===== config.mk =====
export PLATFORM = sky130hd
export DESIGN_NAME = exception_unit_nsrc
export DESIGN_NICKNAME = d
export VERILOG_FILES = /design/src/rtl/exc_pkg.sv /design/src/rtl/exc_prio_enc.sv /design/src/rtl/exception_unit_nsrc.sv
export SDC_FILE = /design/constraint.sdc
export NUM_CORES = 1
export LEC_CHECK = 0
export BUFFER_PORTS_ARGS = -buffer_cell sky130_fd_sc_hd__buf_2
export CAP_MARGIN = 30
export CORE_AREA = 8 8 151 153
export CTS_CLUSTER_DIAMETER = 150
export DETAILED_ROUTE_END_ITERATION = 12
export DIE_AREA = 0 0 159 161
export PLACE_DENSITY = 0.73
export REMOVE_ABC_BUFFERS = 1
export SLEW_MARGIN = 10
export SYNTH_ARGS = -nofsm -noshare
export SYNTH_HDL_FRONTEND = slang
export SYNTH_SLANG_ARGS = --single-unit

===== constraint.sdc =====
create_clock -name clk -period 4.1 [get_ports clk]
set_input_delay 0.615 -clock clk [delete_from_list [all_inputs] [get_ports clk]]
set_output_delay 0.615 -clock clk [all_outputs]
set_load 0.03 [all_outputs]

===== src/rtl/exc_pkg.sv =====
// Shared types and constants for the multi-source exception unit.
// EXC_VECTORED_EN selects per-cause handler vectors.
package exc_pkg;

  typedef enum logic [0:0] {
    IDLE    = 1'b0,
    HANDLER = 1'b1
  } exc_state_t;

  localparam logic [1:0] SEL_ELR  = 2'b00;
  localparam logic [1:0] SEL_ESR  = 2'b01;
  localparam logic [1:0] SEL_EFAR = 2'b10;

  localparam int unsigned VEC_STRIDE = 'h80;

endpackage


===== src/rtl/exc_prio_enc.sv =====
// Fixed-priority encoder: bit 0 wins.
// Combinational; valid when any request is set.
module exc_prio_enc #(
  parameter int NSRC = 4
) (
  input  logic [NSRC-1:0]         req,
  output logic                    valid,
  output logic [$clog2(NSRC)-1:0] cause
);

  localparam int CW = $clog2(NSRC);

  always_comb begin
    valid = |req;
    cause = '0;
    for (int i = NSRC - 1; i >= 0; i--) begin
      if (req[i]) cause = CW'(i);
    end
  end

endmodule


===== src/rtl/exception_unit_nsrc.sv =====
// LEGv8 multi-source exception controller with ERET.
// Define EXC_VECTORED_EN for per-cause handler vectors.
module exception_unit_nsrc
  import exc_pkg::*;
#(
  parameter int            N        = 64,
  parameter int            NSRC     = 4,
  parameter logic [N-1:0]  VEC_BASE = 'h0D8
) (
  input  logic            clk,
  input  logic            reset,
  input  logic [NSRC-1:0] exc_req,
  input  logic [NSRC-1:0] exc_mask,
  input  logic            eret,
  input  logic [N-1:0]    next_pc,
  input  logic [N-1:0]    imem_addr,
  input  logic [N-1:0]    alu_branch,
  input  logic [1:0]      edata_sel,
  output logic            eproc,
  output logic [N-1:0]    ev_addr,
  output logic [N-1:0]    pc_branch,
  output logic [N-1:0]    read_data,
  output logic            exc_ack,
  output logic            in_handler
);

  localparam int CW = $clog2(NSRC);

  exc_state_t      state;
  logic [N-1:0]    elr;
  logic [N-1:0]    esr;
  logic [N-1:0]    efar;
  logic [NSRC-1:0] pending;
  logic [NSRC-1:0] req_live;
  logic [NSRC-1:0] req_eff;
  logic            req_any;
  logic [CW-1:0]   cause;
  logic            take;

  assign req_live = exc_req & ~exc_mask;
  assign req_eff  = (exc_req | pending) & ~exc_mask;

  exc_prio_enc #(
    .NSRC (NSRC)
  ) u_enc (
    .req   (req_eff),
    .valid (req_any),
    .cause (cause)
  );

  assign take       = (state == IDLE) && req_any;
  assign eproc      = take;
  assign in_handler = (state == HANDLER);

  // losers of a take stay pending so they follow the return
  always_ff @(posedge clk or posedge reset) begin
    if (reset) begin
      state   <= IDLE;
      elr     <= '0;
      esr     <= '0;
      efar    <= '0;
      pending <= '0;
      exc_ack <= 1'b0;
    end else begin
      exc_ack <= take;
      unique case (state)
        IDLE: begin
          if (take) begin
            elr     <= next_pc;
            efar    <= imem_addr;
            esr     <= N'(cause);
            pending <= (pending | req_live)
                     & ~(NSRC'(1) << cause);
            state   <= HANDLER;
          end
        end
        HANDLER: begin
          pending <= pending | req_live;
          if (eret) state <= IDLE;
        end
        default: state <= IDLE;
      endcase
    end
  end

`ifdef EXC_VECTORED_EN
  assign ev_addr = VEC_BASE
                 + N'(cause) * N'(VEC_STRIDE);
`else
  assign ev_addr = VEC_BASE;
`endif

  assign pc_branch = (in_handler && eret)
                   ? elr : alu_branch;

  always_comb begin
    read_data = '0;
    case (edata_sel)
      SEL_ELR:  read_data = elr;
      SEL_ESR:  read_data = esr;
      SEL_EFAR: read_data = efar;
      default:  read_data = '0;
    endcase
  end

endmodule

==> results.sh <==
export IMPL_yosysTopAreaCellShare=0.4277
export IMPL_p_leak_nw=5.244
export IMPL_tritoncts="built"
export IMPL_crit_buf_inv=2
export IMPL_outcome="finished, final reports clean"
export IMPL_crit_chain="nand2_4 > buf_16 > mux2_2 > buf_2"
export IMPL_cpPeakStageDelay_ns=0.52
export IMPL_antenna_cells=0
export IMPL_cts_sinks=136
export IMPL_area_growth_pct=26.33
export IMPL_post_cts_buffers=0
export IMPL_cts_resized=0
export IMPL_final_cells=1201
export IMPL_ys_types=29
export IMPL_portBuffers=335
export IMPL_worst_slack_ns=1.387
export IMPL_ioPinCount=400
export IMPL_cts_clk_slew_worst_paths_ns=0.06
export IMPL_ys_flop_type="dfrtp_1"
export IMPL_start_util=0.3870
export IMPL_nets=1118
export IMPL_seq_area_frac_synth=0.4277
export IMPL_gp_congestion=0.7805
export IMPL_register_area_sq_um=3403
export IMPL_ys_seq_elements=136
export IMPL_worst_hold_path_type="in2async"
export IMPL_max_cap_violations=0
export IMPL_yosys_top_cells_area="dfrtp_1 43%, mux2_4 21%, mux2_2 10%, mux2i_1 8.1%, buf_4 6.1%"
export IMPL_worstSetupEndpointType="output pin"
export IMPL_synth_area_leader_cell="dfrtp_1"
export IMPL_final_min_clock_period_ns=2.713
export IMPL_h_tree_depth=4
export IMPL_drt_first_pass_iters=4
export IMPL_drt_vias_per_instance=4.589
export IMPL_antenna_found_initial=0
export IMPL_slew_headroom=0.4208
export IMPL_core_area_sq_um=20560
export IMPL_ys_top_cells_by_count="136 x dfrtp_1, 109 x mux2_4, 74 x mux2_2"
export IMPL_arrival_ns=2.10
export IMPL_drtIter0Drc=255
export IMPL_post_drt_wl_per_cell_microns=18.37
export IMPL_placed_area_sq_um=9483
export IMPL_critical_path_required_ns=3.48
export IMPL_hold_buffers=0
export IMPL_final_layout_size_suffix_gt1_frac=0.6091
export IMPL_post_route_period_util=0.6617
export IMPL_die_y_microns=161
export IMPL_skew_ns=0.01372
export IMPL_start_kind="flop"
export IMPL_yosys_warnings=0
export IMPL_hold_violations=0
export IMPL_grt_max_degree=73
export IMPL_grt_usage=0.1689
export IMPL_cts_buffers=17
export IMPL_place_hpwl_microns=16500
export IMPL_max_freq_mhz=368.6
export IMPL_tightest_slew_ns=0.8688
export IMPL_setup_viol=0
export IMPL_multi_input_area_sq_um=3943
export IMPL_die_w_microns=159
export IMPL_synth_enable_flop_cells=0
export IMPL_gr_total_overflow=0
export IMPL_vias=5511
export IMPL_path_class="reg2out"
export IMPL_place_ws_ns=1.387
export IMPL_num_fill_cells=1844
export IMPL_grt_pass1_vias=6272
export IMPL_ant_nets=0
export IMPL_vdd_drop_max_uv=224.2
export IMPL_grt_pass1_wl_microns=34800
export IMPL_finalMaxSlewViolations=0
export IMPL_cp_slowest_cell="dfrtp_1"
export IMPL_powerDensity_nw_per_um2=518.3
export IMPL_clk_latency_ns=0.41
export IMPL_dieArea_sq_um=25600
export IMPL_drc=0
export IMPL_syn_inst=589
export IMPL_rsz0062_at_grt="no"
export IMPL_critical_path_top_delay_family="flip-flops"
export IMPL_routed_wl_microns=22060
export IMPL_syn_area_sq_um=7956
export IMPL_async_reset_ff_frac=1.000
export IMPL_synth_most_common_cell="dfrtp_1"
export IMPL_row_count=53
export IMPL_cts_max_path_buffers=2
export IMPL_critPathMaxFanout=59
export IMPL_placedCellCount=1168
export IMPL_postSynthAreaPerCell_sq_um=13.51
export IMPL_finalInstanceArea_sq_um=10050
export IMPL_cts_root_buf="clkbuf_16"
registers in the layout, indices dropped and copies added (netlist names):
signal	flops
esr	2
pending	4
exc_ack	1
elr	64
efar	64
in_handler	1
per-stage QoR:
stage	hold WS, ns	total power [mW]	setup TNS [ns]	util
2_1_floorplan	0.4580	3.345	-159.35	-
3_3_place_gp	0.4676	3.781	0	0.4613
3_5_place_dp	0.4748	3.827	0	0.4613
4_1_cts	0.3148	5.275	0	0.4876
5_1_grt	0.3231	5.499	0	0.4889
6_report	0.2798	5.210	0	0.4889
path summary, 6_finish.rpt:
| check | start | end | slack (ns) | cells after the start |
|---|---|---|---|---|
| min reg2reg | efar[25]$_DFFE_PP0P_ | efar[25]$_DFFE_PP0P_ | 0.48 | 1 |
| max in group asynchronous | reset | efar[40]$_DFFE_PP0P_ | 2.94 | 3 |
| max reg2reg | in_handler$_DFF_PP0_ | efar[14]$_DFFE_PP0P_ | 1.97 | 3 |
| max | in_handler$_DFF_PP0_ | pc_branch[9] | 1.39 | 4 |
| min | reset | elr[56]$_DFFE_PP0P_ | 0.28 | 2 |
| min in group clk | imem_addr[23] | efar[23]$_DFFE_PP0P_ | 0.42 | 2 |
power by group:
group	switching [mW]	internal (mW)	leakage, nW	total, mW
Clock	0.619	0.797	0.246	1.42
Combinational	1.00	0.861	3.41	1.86
Sequential	0.256	1.67	1.58	1.93
Total	1.88	3.33	5.24	5.21
logic make-up (layout without fill, tap and decap cells):
| logic type | count (synthesis) | after routing | share of synthesized area |
|---|---|---|---|
| other | 2 | 64 | 0.0009439 |
| AOI/OAI and AO/OA | 21 | 21 | 0.02752 |
| DFF | 136 | 136 | 0.4277 |
| muxes | 256 | 256 | 0.4037 |
| and+or+nand+nor | 69 | 69 | 0.03318 |
| buffers and inverters | 105 | 380 | 0.1069 |
cell type report:
cell class,instances,share of cell area
Timing Repair Buffer,343,0.1788
Clock buffer,20,0.04444
Tap cell,275,0.03423
Clock inverter,12,0.009336
Inverter,5,0.002365
Multi-Input combinational cell,410,0.3923
Sequential cell,136,0.3386
metal layers:
metal / vias up / wire length [microns] / global-route usage
met5: - / 0 / 0
met4: 0 / 267 / 0.04074
met3: 17 / 1844 / 0.07126
met2: 236 / 10970 / 0.2854
met1: 2687 / 8974 / 0.1954
li1: 2571 / - / -
cell usage in the layout (no fill, tap or decap), types with 6 or more instances in the layout:
cell type	synthesis	routed
dfrtp_1	136	136
clkbuf_16	0	17
mux2_4	109	109
mux2i_1	64	64
buf_2	15	334
nor2_1	62	62
mux2_2	74	74
clkinvlp_4	0	6
mux2_1	9	9
conb_1	2	64
Power figures use the tool's default switching activity.
